**config.mk**
```make
export PLATFORM = sky130hd
export DESIGN_NAME = rtc_bus_master_flat
export DESIGN_NICKNAME = d
export VERILOG_FILES = /design/src/rtl/rtc_bus_pkg.sv /design/src/rtl/rtc_bus_master_if.sv /design/src/rtl/rtc_phase_counter.sv /design/src/rtl/rtc_bus_master.sv /design/src/flat_wrapper.sv
export SDC_FILE = /design/constraint.sdc
export NUM_CORES = 1
export LEC_CHECK = 0
export ABC_CLOCK_PERIOD_IN_PS = 8300
export CAP_MARGIN = 20
export CELL_PAD_IN_SITES_DETAIL_PLACEMENT = 1
export CELL_PAD_IN_SITES_GLOBAL_PLACEMENT = 2
export CORE_MARGIN = 1
export CORE_UTILIZATION = 43
export CTS_BUF_LIST = sky130_fd_sc_hd__clkbuf_16
export DETAILED_ROUTE_END_ITERATION = 8
export PLACE_DENSITY_LB_ADDON = 0.05
export SKIP_LAST_GASP = 1
export SLEW_MARGIN = 15
export SYNTH_ARGS = -nofsm -noshare
export SYNTH_HDL_FRONTEND = slang
export SYNTH_SLANG_ARGS = --single-unit
export TNS_END_PERCENT = 30
```
**constraint.sdc**
```tcl
create_clock -name clk -period 8.3 [get_ports clk]
set_input_delay 1.66 -clock clk [delete_from_list [all_inputs] [get_ports clk]]
set_output_delay 1.66 -clock clk [all_outputs]
set_load 0.1 [all_outputs]
```
**src/rtl/rtc_bus_pkg.sv**
```systemverilog
// Shared types for the RTC bus master: FSM states, per-state strobe patterns
// and the captured transaction payload.
package rtc_bus_pkg;

  localparam int unsigned DATA_W = 8;

  typedef enum logic [2:0] {
    ST_IDLE    = 3'd0,
    ST_ADDR    = 3'd1,
    ST_GAP     = 3'd2,
    ST_DATA    = 3'd3,
    ST_RECOVER = 3'd4
  } state_e;

  typedef struct packed {
    logic cs_n;
    logic ad_n;
    logic rd_n;
    logic wr_n;
    logic dq_oe;
  } strobe_t;

  localparam strobe_t STB_IDLE    = '{cs_n: 1'b1, ad_n: 1'b1, rd_n: 1'b1, wr_n: 1'b1, dq_oe: 1'b0};
  localparam strobe_t STB_ADDR    = '{cs_n: 1'b0, ad_n: 1'b0, rd_n: 1'b1, wr_n: 1'b0, dq_oe: 1'b1};
  localparam strobe_t STB_GAP     = '{cs_n: 1'b0, ad_n: 1'b1, rd_n: 1'b1, wr_n: 1'b1, dq_oe: 1'b0};
  localparam strobe_t STB_DATA_WR = '{cs_n: 1'b0, ad_n: 1'b1, rd_n: 1'b1, wr_n: 1'b0, dq_oe: 1'b1};
  localparam strobe_t STB_DATA_RD = '{cs_n: 1'b0, ad_n: 1'b1, rd_n: 1'b0, wr_n: 1'b1, dq_oe: 1'b0};
  localparam strobe_t STB_RECOVER = STB_IDLE;

  // One bus transaction; burst marks refresh reads that never reach the host.
  typedef struct packed {
    logic              burst;
    logic              wr;
    logic [DATA_W-1:0] addr;
    logic [DATA_W-1:0] wdata;
  } xact_t;

  function automatic strobe_t strobe_for(input state_e st, input logic wr);
    strobe_t s;
    s = STB_IDLE;
    case (st)
      ST_ADDR:    s = STB_ADDR;
      ST_GAP:     s = STB_GAP;
      ST_DATA:    s = wr ? STB_DATA_WR : STB_DATA_RD;
      ST_RECOVER: s = STB_RECOVER;
      default:    s = STB_IDLE;
    endcase
    return s;
  endfunction

endpackage

```
**src/rtl/rtc_bus_master_if.sv**
```systemverilog
// Host request/response handshake plus the multiplexed RTC bus pins.
interface rtc_bus_master_if;
  import rtc_bus_pkg::*;

  logic              req_valid;
  logic              req_ready;
  logic              req_wr;
  logic [DATA_W-1:0] req_addr;
  logic [DATA_W-1:0] req_wdata;
  logic              rsp_valid;
  logic [DATA_W-1:0] rsp_rdata;
  logic              cs_n;
  logic              ad_n;
  logic              rd_n;
  logic              wr_n;
  logic [DATA_W-1:0] dq_o;
  logic              dq_oe;
  logic [DATA_W-1:0] dq_i;

  modport master (
    input  req_valid, req_wr, req_addr, req_wdata, dq_i,
    output req_ready, rsp_valid, rsp_rdata, cs_n, ad_n, rd_n, wr_n, dq_o, dq_oe
  );

  modport slave (
    output req_valid, req_wr, req_addr, req_wdata, dq_i,
    input  req_ready, rsp_valid, rsp_rdata, cs_n, ad_n, rd_n, wr_n, dq_o, dq_oe
  );

endinterface

```
**src/rtl/rtc_phase_counter.sv**
```systemverilog
// Modulo-LEN cycle counter; done_c flags the last cycle of each LEN-cycle period.
module rtc_phase_counter #(
  parameter int unsigned LEN = 4
) (
  input  logic clk,
  input  logic rst,
  input  logic en_i,
  input  logic clr_i,
  output logic done_c
);

  localparam int unsigned CW = (LEN > 1) ? $clog2(LEN) : 1;

  logic [CW-1:0] cnt_q, cnt_d;

  assign done_c = en_i && (cnt_q == CW'(LEN - 1));

  always_comb begin
    cnt_d = cnt_q;
    if (clr_i) begin
      cnt_d = '0;
    end else if (en_i) begin
      cnt_d = done_c ? '0 : cnt_q + CW'(1);
    end
  end

  always_ff @(posedge clk or posedge rst) begin
    if (rst) begin
      cnt_q <= '0;
    end else begin
      cnt_q <= cnt_d;
    end
  end

endmodule

```
**src/rtl/rtc_bus_master.sv**
```systemverilog
// Multiplexed-bus master for an RTC chip: serves host reads/writes and
// periodically refreshes a local shadow copy of N_REGS RTC registers.
module rtc_bus_master
  import rtc_bus_pkg::*;
#(
  parameter int unsigned PHASE_CYC   = 4,
  parameter int unsigned N_REGS      = 9,
  parameter logic [7:0]  REF_BASE    = 8'h21,
  parameter int unsigned REFRESH_DIV = 100000,
  localparam int unsigned IDX_W      = (N_REGS > 1) ? $clog2(N_REGS) : 1
) (
  input  logic               clk,
  input  logic               reset,
  rtc_bus_master_if.master   bus,
  input  logic               refresh_en,
  input  logic [IDX_W-1:0]   rf_addr,
  output logic [DATA_W-1:0]  rf_data,
  output logic               busy
);

  state_e            state_q, state_d;
  xact_t             xact_q, xact_d;
  strobe_t           stb_q, stb_d;
  logic [DATA_W-1:0] dq_q, dq_d;
  logic [DATA_W-1:0] rd_q, rd_d;
  logic [DATA_W-1:0] rsp_rdata_q, rsp_rdata_d;
  logic              rsp_valid_q, rsp_valid_d;
  logic              ready_q, ready_d;
  logic              busy_q, busy_d;
  logic              pending_q, pending_d;
  logic [IDX_W-1:0]  idx_q, idx_d;
  logic              rf_we;
  logic [DATA_W-1:0] rf_q [N_REGS];

  logic in_idle;
  logic ph_done;
  logic tick;

  assign in_idle = (state_q == ST_IDLE);

  rtc_phase_counter #(.LEN(PHASE_CYC)) u_phase (
    .clk    (clk),
    .rst    (reset),
    .en_i   (!in_idle),
    .clr_i  (in_idle),
    .done_c (ph_done)
  );

  rtc_phase_counter #(.LEN(REFRESH_DIV)) u_refresh_timer (
    .clk    (clk),
    .rst    (reset),
    .en_i   (1'b1),
    .clr_i  (1'b0),
    .done_c (tick)
  );

  // Next state, transaction capture, refresh bookkeeping and registered pin values.
  always_comb begin
    state_d     = state_q;
    xact_d      = xact_q;
    rd_d        = rd_q;
    rsp_valid_d = 1'b0;
    rsp_rdata_d = rsp_rdata_q;
    pending_d   = pending_q;
    idx_d       = idx_q;
    rf_we       = 1'b0;

    // A tick only arms an idle refresh; ticks during a pending burst are dropped.
    if (!pending_q && tick && refresh_en) begin
      pending_d = 1'b1;
    end

    case (state_q)
      ST_IDLE: begin
        if (bus.req_valid) begin
          xact_d.burst = 1'b0;
          xact_d.wr    = bus.req_wr;
          xact_d.addr  = bus.req_addr;
          xact_d.wdata = bus.req_wdata;
          state_d      = ST_ADDR;
        end else if (pending_q) begin
          xact_d.burst = 1'b1;
          xact_d.wr    = 1'b0;
          xact_d.addr  = REF_BASE + DATA_W'(idx_q);
          xact_d.wdata = '0;
          state_d      = ST_ADDR;
        end
      end
      ST_ADDR: begin
        if (ph_done) state_d = ST_GAP;
      end
      ST_GAP: begin
        if (ph_done) state_d = ST_DATA;
      end
      ST_DATA: begin
        if (ph_done) begin
          state_d = ST_RECOVER;
          if (!xact_q.wr) rd_d = bus.dq_i;
        end
      end
      ST_RECOVER: begin
        if (ph_done) begin
          state_d = ST_IDLE;
          if (xact_q.burst) begin
            rf_we = 1'b1;
            if (idx_q == IDX_W'(N_REGS - 1)) begin
              idx_d     = '0;
              pending_d = 1'b0;
            end else begin
              idx_d = idx_q + IDX_W'(1);
            end
          end else begin
            rsp_valid_d = 1'b1;
            if (!xact_q.wr) rsp_rdata_d = rd_q;
          end
        end
      end
      default: state_d = ST_IDLE;
    endcase

    // Pins are registered from the next state so they line up with the state itself.
    stb_d = strobe_for(state_d, xact_d.wr);
    dq_d  = '0;
    case (state_d)
      ST_ADDR: dq_d = xact_d.addr;
      ST_DATA: if (xact_d.wr) dq_d = xact_d.wdata;
      default: dq_d = '0;
    endcase
    ready_d = (state_d == ST_IDLE);
    busy_d  = (state_d != ST_IDLE) || pending_d;
  end

  always_ff @(posedge clk or posedge reset) begin
    if (reset) begin
      state_q     <= ST_IDLE;
      xact_q      <= '0;
      stb_q       <= STB_IDLE;
      dq_q        <= '0;
      rd_q        <= '0;
      rsp_rdata_q <= '0;
      rsp_valid_q <= 1'b0;
      ready_q     <= 1'b1;
      busy_q      <= 1'b0;
      pending_q   <= 1'b0;
      idx_q       <= '0;
    end else begin
      state_q     <= state_d;
      xact_q      <= xact_d;
      stb_q       <= stb_d;
      dq_q        <= dq_d;
      rd_q        <= rd_d;
      rsp_rdata_q <= rsp_rdata_d;
      rsp_valid_q <= rsp_valid_d;
      ready_q     <= ready_d;
      busy_q      <= busy_d;
      pending_q   <= pending_d;
      idx_q       <= idx_d;
    end
  end

  // Shadow register file filled by refresh bursts.
  always_ff @(posedge clk or posedge reset) begin
    if (reset) begin
      for (int unsigned i = 0; i < N_REGS; i++) begin
        rf_q[i] <= '0;
      end
    end else if (rf_we) begin
      rf_q[idx_q] <= rd_q;
    end
  end

  always_comb begin
    rf_data = '0;
    if (32'(rf_addr) < N_REGS) begin
      rf_data = rf_q[rf_addr];
    end
  end

  assign bus.req_ready = ready_q;
  assign bus.rsp_valid = rsp_valid_q;
  assign bus.rsp_rdata = rsp_rdata_q;
  assign bus.cs_n      = stb_q.cs_n;
  assign bus.ad_n      = stb_q.ad_n;
  assign bus.rd_n      = stb_q.rd_n;
  assign bus.wr_n      = stb_q.wr_n;
  assign bus.dq_oe     = stb_q.dq_oe;
  assign bus.dq_o      = dq_q;
  assign busy          = busy_q;

endmodule

```
**src/flat_wrapper.sv**
```systemverilog
// flat-port wrapper written by rule: the top's interface ports become plain ports
module rtc_bus_master_flat import rtc_bus_pkg::*;
#(
  parameter int unsigned PHASE_CYC   = 4,
  parameter int unsigned N_REGS      = 9,
  parameter logic [7:0]  REF_BASE    = 8'h21,
  parameter int unsigned REFRESH_DIV = 100000,
  localparam int unsigned IDX_W      = (N_REGS > 1) ? $clog2(N_REGS) : 1
)
  (clk, reset, refresh_en, rf_addr, rf_data, busy, bus_req_valid, bus_req_wr, bus_req_addr, bus_req_wdata, bus_dq_i, bus_req_ready, bus_rsp_valid, bus_rsp_rdata, bus_cs_n, bus_ad_n, bus_rd_n, bus_wr_n, bus_dq_o, bus_dq_oe);
  rtc_bus_master_if bus_i ();
  input  logic clk;
  input  logic reset;
  input  logic refresh_en;
  input  logic [IDX_W-1:0] rf_addr;
  output logic [DATA_W-1:0] rf_data;
  output logic busy;
  input wire logic [$bits(bus_i.req_valid)-1:0] bus_req_valid;
  input wire logic [$bits(bus_i.req_wr)-1:0] bus_req_wr;
  input wire logic [$bits(bus_i.req_addr)-1:0] bus_req_addr;
  input wire logic [$bits(bus_i.req_wdata)-1:0] bus_req_wdata;
  input wire logic [$bits(bus_i.dq_i)-1:0] bus_dq_i;
  output wire logic [$bits(bus_i.req_ready)-1:0] bus_req_ready;
  output wire logic [$bits(bus_i.rsp_valid)-1:0] bus_rsp_valid;
  output wire logic [$bits(bus_i.rsp_rdata)-1:0] bus_rsp_rdata;
  output wire logic [$bits(bus_i.cs_n)-1:0] bus_cs_n;
  output wire logic [$bits(bus_i.ad_n)-1:0] bus_ad_n;
  output wire logic [$bits(bus_i.rd_n)-1:0] bus_rd_n;
  output wire logic [$bits(bus_i.wr_n)-1:0] bus_wr_n;
  output wire logic [$bits(bus_i.dq_o)-1:0] bus_dq_o;
  output wire logic [$bits(bus_i.dq_oe)-1:0] bus_dq_oe;
  assign bus_i.req_valid = bus_req_valid;
  assign bus_i.req_wr = bus_req_wr;
  assign bus_i.req_addr = bus_req_addr;
  assign bus_i.req_wdata = bus_req_wdata;
  assign bus_i.dq_i = bus_dq_i;
  assign bus_req_ready = bus_i.req_ready;
  assign bus_rsp_valid = bus_i.rsp_valid;
  assign bus_rsp_rdata = bus_i.rsp_rdata;
  assign bus_cs_n = bus_i.cs_n;
  assign bus_ad_n = bus_i.ad_n;
  assign bus_rd_n = bus_i.rd_n;
  assign bus_wr_n = bus_i.wr_n;
  assign bus_dq_o = bus_i.dq_o;
  assign bus_dq_oe = bus_i.dq_oe;
  rtc_bus_master #(.PHASE_CYC(PHASE_CYC), .N_REGS(N_REGS), .REF_BASE(REF_BASE), .REFRESH_DIV(REFRESH_DIV)) u_core (.clk(clk), .reset(reset), .bus(bus_i), .refresh_en(refresh_en), .rf_addr(rf_addr), .rf_data(rf_data), .busy(busy));
endmodule
```
==> results of run 1 <==
[power by group through the flow]
stage	Clock [mW]	Sequential, mW	Combinational, mW
finish	0.771	0.959	0.613
global route	0.818	0.982	0.658
CTS	0.791	0.960	0.620
detailed placement	0	0.970	0.616
global placement	0	0.965	0.606
floorplan	0	1.13	0.285
[stage by stage]
stage          power (mW)  cells
6_report             2.34    750
5_1_grt              2.46    750
4_1_cts              2.37    749
3_5_place_dp         1.59    717
3_3_place_gp         1.57    717
2_1_floorplan        1.41    500
[final timing paths]
check	startpoint	end	slack, ps	depth (start not counted)
min in group asynchronous	reset	u_core.rd_q[4]	1690	2
hold reg to reg	u_core.u_phase.cnt_q[0]	u_core.u_phase.cnt_q[0]	460	1
hold / removal	u_core.u_phase.cnt_q[0]	u_core.u_phase.cnt_q[0]	460	1
setup / recovery	rf_addr[0]	rf_data[3]	1750	5
setup reg to reg	u_core.u_phase.cnt_q[0]	u_core.rf_q[55]	5800	5
max in group asynchronous	reset	u_core.rf_q[32]	5410	3
[layout make-up]
type | instances | area share, %
sequential | 149 | 47.1
multi-input combinational | 307 | 33.6
timing repair buffer | 67 | 8.40
clock buffer | 17 | 5.36
tap | 184 | 2.90
clock inverter | 15 | 2.05
inverter | 11 | 0.583
[kinds of logic (layout without fill, tap and decap cells)]
group / after synthesis / in the layout / synth area share (%)
flip-flops: 149 / 149 / 56.7
AND/OR/NAND/NOR: 123 / 123 / 9.95
multiplexers: 107 / 107 / 21.0
AO/OA/AOI/OAI: 54 / 54 / 6.19
buffers and inverters: 44 / 110 / 2.77
XOR/XNOR: 17 / 17 / 2.26
adder cells (fa/ha/maj): 6 / 6 / 1.14
[layout by cell type, fill, tap and decap left out, types with 6 or more instances in the layout]
cell type          n
dfrtp_1          144
mux2_2            87
clkdlybuf4s50_1   64
nand2_1           34
nor2_1            30
clkbuf_16         17
mux4_2            16
inv_1             11
a22oi_1           11
xnor2_1           11
nand4_1            8
nand3_1            8
a22o_1             7
nor3_1             6
and2_1             6
xor2_1             6
ha_1               6
[state kept, by name, summed over array words and instances (netlist names)]
signal and flops:
u_core.xact_q 18, u_core.rd_q 8, u_core.bus.rd_n 1, u_core.pending_q 1
u_core.u_phase.cnt_q 2, u_core.bus.rsp_valid 1, u_core.bus.rsp_rdata 8, u_core.busy 1
u_core.u_refresh_timer.cnt_q 17, u_core.idx_q 4, u_core.bus.cs_n 1, u_core.rf_q 72
u_core.bus.dq_oe 1, u_core.bus.req_ready 1, u_core.bus.ad_n 1, u_core.bus.dq_o 8
u_core.bus.wr_n 1, u_core.state_q 3
[layer usage]
metal  up-vias  global-route usage [%]  share of wire [%]
met5         -                       0                  0
met4         0                    7.65                1.5
met3        19                    5.18                3.6
met2        71                    34.2                 48
met1      2158                    28.7                 47
li1       1910                       -                  -
==> flow_metrics.py, run 1 <==
metrics = {
    "run_status": {
        "status": "completed",
    },
    "synthesis": {
        "syn_area_mm2": 0.00659,
        "synth.most_common_cell": "dfrtp_1",
        "synth_nets": 539,
        "postSynthAreaPerCell_um2": 13.2,
        "yosys_warnings": 0,
        "syn_inst": 500,
        "synth_ff_type": "dfrtp_1",
        "synth_top_area_share_pct": 54.7,
        "yosysUniqueCellTypes": 52,
        "synth_seq_cells": 149,
        "seq_area_frac_synth_pct": 56.7,
        "synth_commonest_cells": "dfrtp_1 (144), mux2_2 (87), nand2_1 (34)",
        "synth-edff-count": 0,
        "synthTopCellsByArea": "dfrtp_1 (55%), mux2_2 (15%), mux4_2 (5.5%), dfstp_2 (2.0%), nand2_1 (1.9%)",
        "synth_top_cell_by_area": "dfrtp_1",
        "synthArstFlopShare_pct": 100,
    },
    "floorplanning": {
        "coreArea_mm2": 0.0148,
        "initial_core_util_pct": 44.6,
        "die_area_mm2": 0.0158,
        "fp-row-count": 44,
        "die_h_um": 126,
        "die_x_um": 126,
        "ios": 65,
    },
    "clocking": {
        "cts_resized": 0,
        "root_buffer": "clkbuf_16",
        "cts_sinks": 149,
        "clk_latency_ps": 430,
        "tritoncts": "yes",
        "numCtsBuffers": 17,
        "path_clk_slew_ps": 60,
        "htree_num_levels": 4,
        "cts_max_path_buffers": 2,
        "post_cts_buffers": 0,
        "hold_buffers": 0,
    },
    "global_routing": {
        "grt_max_degree": 86,
        "track_usage_pct": 21.5,
        "grt-ovfl-total": 0,
        "grt_pass1_wl_um": 25800,
        "antenna_found_initial": 0,
        "grt_pass1_vias": 4623,
    },
    "sta": {
        "slew_viol_final": 0,
        "hold_ws_ps": 456,
        "final-setup-viol-count": 0,
        "clock.fmax_mhz": 153,
        "layout_min_cycle_time_ps": 6550,
        "fin_setup_tns_ps": 0,
        "skew_ps": 12.0,
        "fin_crit_sh_pct": 79.0,
        "worstMarginPinSlew_ps": 1020,
        "hold_viol": 0,
        "max_slew_margin_pct": 31.8,
        "rsz0062_at_grt": "no",
        "setup_slack_ps": 1750,
    },
    "setup_path": {
        "critPathMaxFanout": 17,
        "endpoint_kind": "output pin",
        "crit_path_cell_trace": "clkdlybuf4s50_1 > nor4b_2 > nand2_1 > nand2_1 > clkdlybuf4s50_1",
        "worstPathBufferInverterCount": 2,
        "critPathRequiredTime_ps": 6640,
        "critPathLaunchType": "input pin",
        "crit_path_top_delay_cell": "clkdlybuf4s50_1",
        "max_stage_delay_ps": 1130,
        "worst-setup-path-type": "input pin to output pin",
        "cp_top_family": "buffers and inverters",
        "worstPathArrival_ps": 4890,
    },
    "power_and_ir_drop": {
        "vdd_ir_drop_max_v": 0.000216,
        "internal-power_mw": 1.50,
        "pwr-share-clk_pct": 32.9,
        "p_sw_share_pct": 36.1,
        "p_per_area_mw_per_mm2": 295,
        "share_seq_of_total_power_pct": 40.9,
        "p_leak_nw": 3.60,
        "p_sw_uw": 845,
        "combPwrFrac_pct": 26.1,
    },
    "cells_and_area": {
        "final_util_pct": 53.8,
        "drive_gt1_share_pct": 26.3,
        "seq_area_mm2": 0.00373,
        "antenna_cells": 0,
        "fill_cells": 1498,
        "area_delta_synth_final_pct": 20.5,
        "design_area_mm2": 0.00794,
        "multi_input_area_mm2": 0.00267,
        "final_nets": 592,
    },
    "place": {
        "pre_cts_slack_ps": 1600,
        "place.gp.congestion": 0.748,
        "hpwlAfterDp_um": 10200,
        "postPlaceCellArea_mm2": 0.00734,
        "port_buffers": 64,
    },
    "job": {
        "cap_violations": 0,
    },
    "route": {
        "viasPerCell": 5.54,
        "via_count": 4158,
        "drt-total-wl_um": 15300,
        "routedWlPerCell_um": 20.4,
        "drc_errors": 0,
        "first_pass_iters": 4,
        "first_iter_violations": 212,
        "postRouteAntennaNets": 0,
    },
    "min_path": {
        "worstHoldPathType": "flip-flop to flip-flop",
    },
}
Note: power is estimated with default switching activity, not from simulation.
==> inputs of run 2 (changes only) <==
--- a/config.mk
+++ b/config.mk
@@ -5,12 +5,12 @@
 export SDC_FILE = /design/constraint.sdc
 export NUM_CORES = 1
 export LEC_CHECK = 0
-export ABC_CLOCK_PERIOD_IN_PS = 8300
+export ABC_CLOCK_PERIOD_IN_PS = 6700
 export CAP_MARGIN = 20
 export CELL_PAD_IN_SITES_DETAIL_PLACEMENT = 1
 export CELL_PAD_IN_SITES_GLOBAL_PLACEMENT = 2
 export CORE_MARGIN = 1
-export CORE_UTILIZATION = 43
+export CORE_UTILIZATION = 40
 export CTS_BUF_LIST = sky130_fd_sc_hd__clkbuf_16
 export DETAILED_ROUTE_END_ITERATION = 8
 export PLACE_DENSITY_LB_ADDON = 0.05
==> constraint.sdc (replaced) <==
create_clock -name clk -period 6.7 [get_ports clk]
set_input_delay 1.34 -clock clk [delete_from_list [all_inputs] [get_ports clk]]
set_output_delay 1.34 -clock clk [all_outputs]
set_load 0.1 [all_outputs]
==> run 2 against run 1 <==
  * Non-clock buffer count increased by 3
  * Core utilization fell by 4.0 points
  * Via count decreased by 0.17%
==> flow_metrics.py, run 2 (synthesis gave the netlist of run 1 again) <==
metrics = {
    "run_status": {
        "status": "completed",
    },
    "clocking": {
        "hold_buffers": 0,
        "post_cts_buffers": 0,
        "numCtsBuffers": 17,
        "htree_num_levels": 4,
        "cts_sinks": 149,
        "path_clk_slew_ps": 60,
        "tritoncts": "yes",
        "cts_resized": 0,
        "root_buffer": "clkbuf_16",
        "cts_max_path_buffers": 2,
        "clk_latency_ps": 430,
    },
    "sta": {
        "clock.fmax_mhz": 205,
        "hold_viol": 0,
        "fin_crit_sh_pct": 72.8,
        "worstMarginPinSlew_ps": 1010,
        "slew_viol_final": 0,
        "fin_setup_tns_ps": 0,
        "final-setup-viol-count": 0,
        "skew_ps": 9.98,
        "layout_min_cycle_time_ps": 4880,
        "rsz0062_at_grt": "no",
        "max_slew_margin_pct": 32.3,
    },
    "setup_path": {
        "ff2ff_setup_slack_ps": 4200,
        "worstPathArrival_ps": 3540,
        "critPathCapture": "rf_data[0]",
        "critPathRequiredTime_ps": 5360,
        "critPathMaxFanout": 11,
        "worst-setup-path-type": "input pin to output pin",
        "reg2reg_to": "u_core.rf_q[56]",
        "reg2reg_depth": 5,
        "endpoint_kind": "output pin",
        "critPathLaunchType": "input pin",
        "crit_path_start": "rf_addr[1]",
        "rr_startpoint": "u_core.u_phase.cnt_q[0]",
    },
    "cells_and_area": {
        "largest_register": "u_core.rf_q",
        "fill_cells": 1643,
        "final_nets": 595,
        "area_delta_synth_final_pct": 21.0,
        "largestRegisters": "u_core.rf_q x72, u_core.xact_q x18, u_core.u_refresh_timer.cnt_q x17",
        "largest_reg_flops": 72,
        "final_common_cell": "dfrtp_1",
        "drive_gt1_share_pct": 28.3,
        "layout_common_cells": "dfrtp_1 (144), mux2_2 (87), clkdlybuf4s50_1 (56), nand2_1 (34), nor2_1 (30)",
        "stdcell_count": 784,
        "antenna_cells": 0,
    },
    "route": {
        "postRouteAntennaNets": 0,
        "first_iter_violations": 145,
        "via_count": 4151,
        "routedWlPerCell_um": 19.4,
        "drt-total-wl_um": 15200,
        "first_pass_iters": 6,
        "drc_errors": 0,
        "viasPerCell": 5.29,
    },
    "power_and_ir_drop": {
        "power_mw": 2.90,
        "p_sw_mw": 1.05,
        "pwr-share-clk_pct": 32.9,
        "combPwrFrac_pct": 26.2,
        "p_per_area_mw_per_mm2": 364,
        "p_sw_share_pct": 36.0,
        "internal-power_mw": 1.86,
        "share_seq_of_total_power_pct": 40.9,
        "vdd_ir_drop_max_v": 0.000250,
        "p_leak_nw": 3.63,
    },
    "job": {
        "cap_violations": 0,
    },
    "floorplanning": {
        "die_h_um": 130,
        "coreArea_mm2": 0.0160,
        "die_x_um": 130,
        "die_area_mm2": 0.0170,
        "fp-row-count": 46,
        "initial_core_util_pct": 41.2,
        "ios": 65,
    },
    "global_routing": {
        "grt_pass1_vias": 4533,
        "antenna_found_initial": 0,
        "grt_pass1_wl_um": 25300,
        "track_usage_pct": 20.2,
        "grt_max_degree": 102,
        "grt-ovfl-total": 0,
    },
    "min_path": {
        "min_from": "u_core.u_phase.cnt_q[0]",
        "hold_path_depth": 1,
        "worstHoldPathType": "flip-flop to flip-flop",
    },
    "place": {
        "place_inst": 753,
        "port_buffers": 64,
        "hpwlAfterDp_um": 10300,
        "place.gp.congestion": 0.784,
    },
}
[run 2: changes by cell type in the layout (fill, tap and decap cells not counted), moves of 2 or more]
cell	before	now
clkinvlp_4	1	3
buf_4	2	14
clkinv_1	3	1
clkdlybuf4s50_1	64	56
clkinv_4	3	1
[run 2: routing by layer]
layer | track usage [%] | up-vias | routed length (µm)
li1 | - | 1916 | -
met1 | 26.4 | 2149 | 7050
met2 | 32.6 | 70 | 7400
met3 | 4.96 | 16 | 498
met4 | 7.37 | 0 | 227
met5 | 0 | - | 0
[run 2: metrics by stage]
stage | area (µm²) | hold slack [ps] | setup slack, ps | utilization [%]
2_1_floorplan | 6590 | 415 | 1210 | -
3_3_place_gp | 7390 | 427 | 1850 | 46.2
3_5_place_dp | 7390 | 432 | 1810 | 46.2
4_1_cts | 7970 | 441 | 1810 | 49.8
5_1_grt | 7970 | 450 | 1690 | 49.8
6_report | 7970 | 435 | 1820 | 49.8
[run 2: power groups by stage]
stage               logic, mW  clock network, mW  registers (mW)
floorplan               0.354                  0            1.40
global route            0.814               1.02            1.21
finish                  0.760              0.957            1.19
detailed placement      0.761                  0            1.20
CTS                     0.767              0.983            1.19
global placement        0.753                  0            1.20
[run 2: cell type report]
cell class | instances | area [µm²] | share of cell area [%]
Tap cell | 216 | 270 | 3.39
Sequential cell | 149 | 3730 | 46.8
Clock buffer | 17 | 425 | 5.34
Clock inverter | 14 | 161 | 2.02
Multi-Input combinational cell | 307 | 2670 | 33.5
Timing Repair Buffer | 70 | 666 | 8.35
Inverter | 11 | 46.3 | 0.581
[run 2: critical path, cell delays in order]
cell and delay, ps:
clkdlybuf4s50_1 900, buf_4 290, mux4_2 510, a22oi_1 170, nand2_1 90, buf_4 230
[run 2: worst min path at each step]
stage	end	slack, ps
after global placement	u_core.u_phase.cnt_q[0]	430
after global routing	u_core.u_phase.cnt_q[0]	450
after floorplan	u_core.u_phase.cnt_q[0]	410
after CTS	u_core.u_phase.cnt_q[0]	440
after detailed placement	u_core.u_phase.cnt_q[0]	430
final	u_core.u_phase.cnt_q[0]	430
==> inputs of run 3 (changes only) <==
--- a/config.mk
+++ b/config.mk
@@ -5,7 +5,7 @@
 export SDC_FILE = /design/constraint.sdc
 export NUM_CORES = 1
 export LEC_CHECK = 0
-export ABC_CLOCK_PERIOD_IN_PS = 6700
+export ABC_CLOCK_PERIOD_IN_PS = 4850
 export CAP_MARGIN = 20
 export CELL_PAD_IN_SITES_DETAIL_PLACEMENT = 1
 export CELL_PAD_IN_SITES_GLOBAL_PLACEMENT = 2
==> constraint.sdc (replaced) <==
create_clock -name clk -period 4.85 [get_ports clk]
set_input_delay 0.97 -clock clk [delete_from_list [all_inputs] [get_ports clk]]
set_output_delay 0.97 -clock clk [all_outputs]
set_load 0.1 [all_outputs]
==> run 3 against run 2 <==
  * Sequential cell count stayed put
  * Largest power group unchanged
  * Setup slack lost 820 ps
  * Die area stayed put
  * Largest cell class unchanged
  * Register-to-register slack lost 1900 ps
  * Final area increased by 0.27%
  * Power up 31%
==> flow_metrics.py, run 3 (synthesis gave the netlist of run 1 again) <==
metrics = {
    "clocking": {
        "path_clk_slew_ps": 50,
        "hold_buffers": 0,
        "clk_latency_ps": 420,
        "tritoncts": "yes",
        "cts_max_path_buffers": 2,
        "htree_num_levels": 4,
        "root_buffer": "clkbuf_16",
        "numCtsBuffers": 17,
        "post_cts_buffers": 0,
        "cts_sinks": 149,
        "cts_resized": 0,
    },
    "power_and_ir_drop": {
        "p_per_area_mw_per_mm2": 474,
        "p_leak_nw": 3.63,
        "power_mw": 3.79,
        "vdd_ir_drop_max_v": 0.000313,
    },
    "cells_and_area": {
        "antenna_cells": 0,
        "largestRegisters": "u_core.rf_q x72, u_core.xact_q x18, u_core.u_refresh_timer.cnt_q x17",
        "layout_common_cells": "dfrtp_1 (144), mux2_2 (87), clkdlybuf4s50_1 (56), nand2_1 (34), nor2_1 (30)",
        "area_delta_synth_final_pct": 21.4,
        "final_nets": 596,
        "final_common_cell": "dfrtp_1",
        "fill_cells": 1656,
        "final_util_pct": 50.0,
        "largest_register": "u_core.rf_q",
        "largest_reg_flops": 72,
        "drive_gt1_share_pct": 26.8,
    },
    "setup_path": {
        "max_stage_delay_ps": 560,
        "rr_startpoint": "u_core.u_phase.cnt_q[0]",
        "cp_top_family": "buffers and inverters",
        "crit_path_cell_trace": "clkdlybuf4s50_1 > buf_4 > mux4_2 > a22oi_1 > nand2_1 > buf_12",
        "critPathMaxFanout": 17,
        "critPathRequiredTime_ps": 3880,
        "critPathLaunchType": "input pin",
        "worst-setup-path-type": "input pin to output pin",
        "ff2ff_setup_slack_ps": 2310,
        "crit_path_top_delay_cell": "mux4_2",
        "worstPathBufferInverterCount": 3,
        "reg2reg_to": "u_core.rf_q[59]",
        "worstPathArrival_ps": 2880,
        "reg2reg_depth": 5,
        "endpoint_kind": "output pin",
    },
    "floorplanning": {
        "fp-row-count": 46,
        "ios": 65,
        "coreArea_mm2": 0.0160,
        "die_x_um": 130,
        "die_h_um": 130,
        "initial_core_util_pct": 41.2,
        "die_area_mm2": 0.0170,
    },
    "sta": {
        "fin_setup_tns_ps": 0,
        "final-setup-viol-count": 0,
        "skew_ps": 9.55,
        "worstMarginPinSlew_ps": 1040,
        "rsz0062_at_grt": "no",
        "layout_min_cycle_time_ps": 3850,
        "slew_viol_final": 0,
        "fin_crit_sh_pct": 79.4,
        "max_slew_margin_pct": 30.6,
        "clock.fmax_mhz": 260,
        "hold_viol": 0,
    },
    "route": {
        "via_count": 4181,
        "first_iter_violations": 196,
        "drc_errors": 0,
        "postRouteAntennaNets": 0,
        "routedWlPerCell_um": 19.7,
        "drt-total-wl_um": 15500,
        "viasPerCell": 5.32,
        "first_pass_iters": 6,
    },
    "min_path": {
        "worstHoldPathType": "flip-flop to flip-flop",
        "hold_path_depth": 1,
        "min_from": "u_core.u_phase.cnt_q[0]",
        "hold_path_end": "u_core.u_phase.cnt_q[0]",
    },
    "global_routing": {
        "grt_pass1_wl_um": 25400,
        "track_usage_pct": 20.3,
        "grt_pass1_vias": 4537,
        "grt_max_degree": 150,
        "antenna_found_initial": 0,
        "grt-ovfl-total": 0,
    },
    "place": {
        "place.gp.congestion": 0.743,
        "hpwlAfterDp_um": 10100,
        "port_buffers": 64,
    },
    "run_status": {
        "status": "completed",
    },
    "job": {
        "cap_violations": 0,
    },
}
run 3: cell types whose count changed in the layout (fill, tap and decap cells not counted):
cell	before	now
inv_6	3	0
inv_1	11	16
clkinvlp_4	3	1
clkinv_1	1	6
buf_4	14	6
bufinv_16	3	0
clkinv_2	3	2
buf_12	0	9
run 3: worst max-delay path by stage:
stage	to	slack [ps]	start	cells past startpoint
floorplan	rf_data[6]	100	rf_addr[1]	4
global placement	rf_data[1]	1030	rf_addr[0]	6
detailed placement	rf_data[1]	1000	rf_addr[0]	6
CTS	rf_data[1]	990	rf_addr[0]	6
global route	rf_data[1]	900	rf_addr[0]	6
finish	rf_data[1]	1000	rf_addr[0]	6
run 3: per-layer routing:
layer / routed length, µm / global-route usage, % / vias up
met5: 0 / 0 / -
met4: 125 / 5.27 / 0
met3: 624 / 5.62 / 11
met2: 7840 / 33.3 / 71
li1: - / - / 1927
met1: 6930 / 26.5 / 2172
run 3: report_power, final:
part	internal, mW	total (mW)	switching, mW	leakage (nW)
Sequential	1.44	1.64	0.201	1.96
Clock	0.628	1.10	0.476	0.263
Combinational	0.330	1.05	0.721	1.41
run 3: per-stage QoR:
step	instance area, µm²	std cells	setup WS (ps)	hold slack [ps]
2_1_floorplan	6590	500	95.2	415
3_3_place_gp	7510	754	1030	427
3_5_place_dp	7510	754	997	440
4_1_cts	8000	786	995	448
5_1_grt	8000	786	903	475
6_report	8000	786	999	453
run 3: area by class of cell:
type / instances / area [µm²] / share of cell area (%)
Clock buffer: 17 / 425 / 5.32
Clock inverter: 15 / 63.8 / 0.798
Inverter: 11 / 45.0 / 0.563
Multi-Input combinational cell: 307 / 2670 / 33.4
Sequential cell: 149 / 3730 / 46.7
Tap cell: 216 / 270 / 3.38
Timing Repair Buffer: 71 / 786 / 9.83
